`config.mk`:
```
export PLATFORM = sky130hd
export DESIGN_NAME = effect_player
export DESIGN_NICKNAME = d
export VERILOG_FILES = /design/src/rtl/effect_player.sv
export SDC_FILE = /design/constraint.sdc
export NUM_CORES = 1
export LEC_CHECK = 0
export CORE_MARGIN = 3
export CORE_UTILIZATION = 50
export CTS_BUF_LIST = sky130_fd_sc_hd__clkbuf_4
export DETAILED_ROUTE_END_ITERATION = 7
export PLACE_DENSITY = 0.89
export SYNTH_ARGS = -nofsm -noshare
export SYNTH_HDL_FRONTEND = slang
export SYNTH_SLANG_ARGS = --single-unit
```
`constraint.sdc`:
```
create_clock -name clk -period 3.12 [get_ports clk]
set_clock_uncertainty 0.15 [all_clocks]
set_input_delay 0.312 -clock clk [delete_from_list [all_inputs] [get_ports clk]]
set_output_delay 0.312 -clock clk [all_outputs]
set_load 0.1 [all_outputs]
```
`src/rtl/effect_player.sv`:
```
// Opcode executor: accepts one opcode per handshake and drives a light, sound or
// motor actuator for (d+1)*TICK_CYCLES cycles, then a one-cycle done gap.
module effect_player #(
  parameter int TICK_CYCLES = 4
) (
  input  logic       clk,
  input  logic       rst,
  input  logic       op_valid,
  input  logic [3:0] op_code,
  output logic       op_ready,
  input  logic       abort,
  output logic       light,
  output logic       sound,
  output logic       motor,
  output logic       busy,
  output logic       done,
  output logic       aborted,
  output logic [3:0] exec_count
);

  localparam int CW = (4 * TICK_CYCLES > 1) ? $clog2(4 * TICK_CYCLES) : 1;
  localparam logic [CW-1:0] TICKS = CW'(TICK_CYCLES);
  localparam logic [CW-1:0] ONE   = CW'(1);

  typedef enum logic [1:0] {
    S_IDLE = 2'd0,
    S_RUN  = 2'd1,
    S_GAP  = 2'd2
  } state_t;

  state_t        state_q, state_d;
  logic [1:0]    eff_q, eff_d;
  logic [1:0]    dur_q, dur_d;
  logic [CW-1:0] tick_cnt_q, tick_cnt_d;
  logic [3:0]    exec_count_q, exec_count_d;
  logic          light_q, light_d;
  logic          sound_q, sound_d;
  logic          motor_q, motor_d;
  logic          busy_q, busy_d;
  logic          done_q, done_d;
  logic          aborted_q, aborted_d;
  logic [CW-1:0] tick_load;

  // Ready is the one output not registered: it must drop in the same cycle abort rises.
  assign op_ready   = (state_q == S_IDLE) && !abort;
  assign light      = light_q;
  assign sound      = sound_q;
  assign motor      = motor_q;
  assign busy       = busy_q;
  assign done       = done_q;
  assign aborted    = aborted_q;
  assign exec_count = exec_count_q;

  // Modular arithmetic at CW bits still yields the right value when (d+1)*TICK_CYCLES == 2**CW.
  assign tick_load = ((CW'(op_code[1:0]) + ONE) * TICKS) - ONE;

  always_comb begin
    state_d      = state_q;
    eff_d        = eff_q;
    dur_d        = dur_q;
    tick_cnt_d   = tick_cnt_q;
    exec_count_d = exec_count_q;
    aborted_d    = 1'b0;

    case (state_q)
      S_IDLE: begin
        if (op_valid && op_ready) begin
          eff_d      = op_code[3:2];
          dur_d      = op_code[1:0];
          tick_cnt_d = tick_load;
          state_d    = S_RUN;
        end else begin
          state_d = S_IDLE;
        end
      end
      S_RUN: begin
        if (abort) begin
          state_d    = S_GAP;
          tick_cnt_d = '0;
          aborted_d  = 1'b1;
        end else if (tick_cnt_q == '0) begin
          state_d      = S_GAP;
          exec_count_d = exec_count_q + 4'd1;
        end else begin
          tick_cnt_d = tick_cnt_q - ONE;
        end
      end
      S_GAP: begin
        state_d = S_IDLE;
      end
      default: begin
        state_d = S_IDLE;
      end
    endcase

    // Outputs are decoded from the next state so they appear registered, one cycle after the edge.
    light_d = (state_d == S_RUN) && (eff_d == 2'd1);
    sound_d = (state_d == S_RUN) && (eff_d == 2'd2);
    motor_d = (state_d == S_RUN) && (eff_d == 2'd3);
    busy_d  = (state_d != S_IDLE);
    done_d  = (state_d == S_GAP);
  end

  always_ff @(posedge clk or posedge rst) begin
    if (rst) begin
      state_q      <= S_IDLE;
      eff_q        <= 2'd0;
      dur_q        <= 2'd0;
      tick_cnt_q   <= '0;
      exec_count_q <= 4'd0;
      light_q      <= 1'b0;
      sound_q      <= 1'b0;
      motor_q      <= 1'b0;
      busy_q       <= 1'b0;
      done_q       <= 1'b0;
      aborted_q    <= 1'b0;
    end else begin
      state_q      <= state_d;
      eff_q        <= eff_d;
      dur_q        <= dur_d;
      tick_cnt_q   <= tick_cnt_d;
      exec_count_q <= exec_count_d;
      light_q      <= light_d;
      sound_q      <= sound_d;
      motor_q      <= motor_d;
      busy_q       <= busy_d;
      done_q       <= done_d;
      aborted_q    <= aborted_d;
    end
  end

endmodule

```
==> run metrics, run 1 <==
Peak supply drop 0.000491 V; Yosys top cell area share 52.2%; GRT overflow 0; TritonCTS clock tree done; status complete, no violations; DR pass1 iterations 4; Final ANT Viol Nets 0; Avg Cell Area, Syn 11.6 µm²; DR WL/cell 16.0 µm; Crit Path Max Fanout 7; Detailed Place HPWL 1.29 mm; DRC 0; fin area 1050 µm²; CP Capture Type register; Area contributors post-synth dfrtp_1 (52%), ha_1 (4.4%), a21oi_1 (3.5%); Placement Cell Area 1020 µm²; crit path kind in2reg; Pleak 0.494 nW; RSZ-0062 raised after global routing false; vias 678; Initial Utilization 55.3%; pwr/cell area 875 nW/µm²; Total GRT Usage 19.2%; total of max-cap violations 0; final setup violation count 0; Synth-to-Final Area Change 21.3%; Slew Viols, Final 0; worst hold slack 0.242 ns; largest net degree at the start of global routing 19; Rel. slew slack 41.5%; CTS buffer count 3; Final WS setup 1.11 ns; chip width 47.5 µm; postcts setup bufs 0; via-per-instance ratio 6.16; total power 915 µW; Placement Setup Slack 0.803 ns; share of cells above drive strength 1 23.4%; number of global-route vias before repair 624; Mapped Cells 74; Final period util 64.5%; post-synth cell types 37; Worst Tran Pin Value 0.866 ns; Detailed Route Iter0 Violations 12; hold_buf cts 0; Port Buffer Count 18; Async S/R FF share, synth 100%; Die H 47.5 µm; antenna violations before repair 0; EDFF count, synth 0; yosys warns 0; most frequent cells in the layout dfrtp_1 (18), buf_4 (11), clkdlybuf4s50_1 (7); FF+latch count, synth 18; crit path DAT 2.09 ns; cell taking the most area after synthesis dfrtp_1; die area 2260 µm²; fin crit period 2.01 ns; global-route wire length before repair 2.88 mm; core outline area 1560 µm²; CTS root buffer clkbuf_4; prevailing post-synth register cell dfrtp_1; final net count 106; CTS clk-pin slew, worst paths 0.10 ns; DRT Wirelength 1.76 mm; Top Ports 19; Req. time, crit path 3.20 ns; ANT cells 0; clock buffer depth 2; final setup TNS 0 ns; Worst-Skew Late Latency 0.30 ns; post-CTS sizing 0; startpoint types input port; final hold vios 0; commonest non-fill, non-tap cell in the layout dfrtp_1; Std-Cell Rows 14; Seq/Total Area, Yosys 52.2%; HP Class in2async; H-tree levels 1; syn nets 85; reg2reg path depth 5; f_max 497 MHz; clock sink total 18; synthesized area 862 µm²; gpl congestion 0.837
[layout make-up]
cell class	instances	area, µm²
Timing Repair Buffer	18	153
Clock buffer	3	22.5
Inverter	6	22.5
Sequential cell	18	450
Clock inverter	1	3.75
Fill cell	122	513
Multi-Input combinational cell	48	374
Tap cell	16	20.0
[per-layer routing]
layer,share of wire (%),track usage [%],up-vias,routed length [µm]
met2,49,33.2,22,866
met4,1.5,6.63,0,27
met1,42,21.0,338,737
met3,7.5,8.27,5,133
li1,-,-,313,-
met5,0,0,-,0
[registers in the layout, indices dropped and copies added (netlist names)]
signal,flops
eff_q,2
state_q,2
exec_count,4
tick_cnt_q,4
motor,1
aborted,1
sound,1
light,1
done,1
busy,1
[path summary, 6_finish.rpt]
check	from	end	slack, ns
hold reg to reg	exec_count[3]	exec_count[3]	0.33
setup / recovery	abort	light	1.11
min in group clk	exec_count[3]	exec_count[3]	0.33
setup reg to reg	tick_cnt_q[0]	tick_cnt_q[3]	1.13
hold / removal	rst	motor	0.24
max in group asynchronous	rst	light	2.15
[cells in the mapped netlist (all sizes together) (2+ instances only)]
master / instances
nand2: 2
a32oi: 2
xnor2: 3
or4b: 2
a21oi: 6
dfrtp: 18
nor2: 3
nor3b: 3
o21ai: 2
inv: 6
nand3: 3
ha: 3
mux2: 2
[kinds of logic after synthesis]
logic type	count (synthesis)	share of synthesized area, %
flip-flops	18	52.2
multiplexers	3	5.66
adder cells (fa/ha/maj)	3	4.35
buffers and inverters	8	4.35
XOR/XNOR	3	3.05
AND/OR/NAND/NOR	22	17.1
AO/OA/AOI/OAI	17	13.2
[worst max-delay path: stages]
cell and delay [ns]:
clkdlybuf4s50_1 0.52, or4b_1 0.73, mux2_4 0.37, nor3b_2 0.16
[stage by stage]
| step | std cells | util [%] |
|---|---|---|
| 6_report | 110 | 67.1 |
| 4_1_cts | 110 | 67.1 |
| 3_5_place_dp | 106 | 65.4 |
| 2_1_floorplan | 74 | - |
| 5_1_grt | 110 | 67.1 |
| 3_3_place_gp | 106 | 65.4 |
[power breakdown]
| group | total, mW | switching, mW | internal (mW) |
|---|---|---|---|
| clock network | 0.123 | 0.0760 | 0.0467 |
| registers | 0.356 | 0.0608 | 0.295 |
| logic | 0.436 | 0.303 | 0.133 |
| total | 0.915 | 0.440 | 0.475 |
No activity file was read; power rests on OpenSTA's default activity.
==> run 2: changes to the inputs <==
clock period = 2 ns   (was 3.12 ns; I/O delays follow)
==> run 2 against run 1 <==
Hold slack got worse by 0.081 ns. Die area did not move. Register-to-register slack got worse by 1.1 ns. Global-route usage rose by 0.38 points. Cell count rose by 9.1%. Sequential cell count did not move.
==> run metrics, run 2 (synthesis gave the netlist of run 1 again) <==
Final Non-Filler Cells 120 (+9.1%); final net count 116 (+9.4%); antenna violations before repair 0 (unchanged); global-route wire length before repair 2.98 mm (+3.3%); Placement Setup Slack -0.0575 ns (-0.860 ns); Core Util, Final 73.8% (+6.7 points); startpoint types register; Top Ports 19 (unchanged); Std-Cell Rows 14 (unchanged); Detailed Place HPWL 1.40 mm (+8.1%); TritonCTS clock tree done; CTS buffer count 3 (unchanged); crit path kind reg2reg; Die H 47.5 µm (unchanged); DR pass1 iterations 4 (unchanged); Pleak 0.549 nW (+11%); Final WS setup 0.0627 ns (-1.05 ns); sequential cell area 450 µm² (unchanged); Crit Path Max Fanout 3 (-4); DRT Wirelength 1.92 mm (+9.0%); final hold vios 0 (unchanged); most frequent cells in the layout buf_4 (20), dfrtp_1 (18), clkdlybuf4s50_1 (7); dpl cells 115 (+8.5%); final setup violation count 0 (unchanged); DRC 0 (unchanged); Placement Cell Area 1110 µm² (+9.0%); number of global-route vias before repair 649 (+4.0%); via-per-instance ratio 5.84 (-5.2%); CTS clk-pin slew, worst paths 0.10 ns (about the same); core outline area 1560 µm² (unchanged); total of max-cap violations 0 (unchanged); H-tree levels 1 (unchanged); pwr/cell area 1330 nW/µm² (+52%); CTS root buffer clkbuf_4; CP Capture Type register; die area 2260 µm² (unchanged); total power 1.53 mW (+67%); vias 701 (+3.4%); HP Class in2async; Initial Utilization 55.3% (unchanged); Multi-input gate area 392 µm² (+4.7%); GRT overflow 0 (unchanged); Synth-to-Final Area Change 33.5%; f_max 516 MHz; Slew Viols, Final 0 (unchanged); Req. time, crit path 2.01 ns (-1.19 ns); chip width 47.5 µm (unchanged); gpl congestion 0.880 (+5.1%); hold_buf cts 0 (unchanged); filler instances 111 (-9.0%); DR WL/cell 16.0 µm (about the same); final setup TNS 0 ns (unchanged); Total GRT Usage 19.6% (+0.38 points); crit path DAT 1.95 ns (-0.14 ns); Final ANT Viol Nets 0 (unchanged); fin crit period 1.94 ns; Rel. slew slack 54.4% (+13 points); Peak supply drop 0.000837 V (+70%); status complete, no violations; Final period util 96.9%; largest net degree at the start of global routing 19 (unchanged); Detailed Route Iter0 Violations 11 (-1); clock buffer depth 2 (unchanged); commonest non-fill, non-tap cell in the layout buf_4; worst hold slack 0.161 ns (-0.0809 ns); Worst Tran Pin Value 0.683 ns (-0.183 ns); Worst-Skew Late Latency 0.29 ns (about the same); share of cells above drive strength 1 34.6% (+11 points); Port Buffer Count 18 (unchanged); fin area 1150 µm² (+10%); clock sink total 18 (unchanged); ANT cells 0 (unchanged)
[run 2: power breakdown]
group,internal (mW),total [mW],switching [mW]
clock,0.0725,0.182,0.110
combinational,0.272,0.799,0.527
sequential,0.461,0.546,0.0851
[run 2: worst max-delay path, stage by stage (launching register included)]
cell and delay, ns:
dfrtp_1 0.40, inv_1 0.13, ha_2 0.21, or4b_2 0.63, a21oi_2 0.19, o211ai_1 0.11
[run 2: layout make-up]
type                    instances  area share, %
clock inverters                 1          0.326
repair buffers                 28           20.9
well taps                      16           1.74
multi-input cells              48           34.0
inverters                       6           1.96
clock buffers                   3           1.96
flip-flops and latches         18           39.1
[run 2: worst paths after layout]
kind,cells after the start,end,slack [ns],from
setup reg to reg,5,tick_cnt_q[3],0.06,tick_cnt_q[0]
min in group clk,1,exec_count[3],0.33,exec_count[3]
hold reg to reg,1,exec_count[3],0.33,exec_count[3]
hold / removal,2,sound,0.16,rst
setup / recovery,5,tick_cnt_q[3],0.06,tick_cnt_q[0]
max in group asynchronous,2,aborted,1.10,rst
[run 2: routing by layer]
metal / vias to the layer above / track usage, % / share of wire, %
li1: 333 / - / -
met1: 354 / 22.1 / 41
met2: 10 / 35.8 / 56
met3: 4 / 4.51 / 1.3
met4: 0 / 6.63 / 1.6
met5: - / 0 / 0
[run 2: what timing repair did]
action / 4_1_cts / 5_1_grt
resized for setup: 0 / 3
endpoints found under the setup margin: 0 / 3
endpoints found under the hold margin: 0 / 0
buffers inserted: 0 / 1
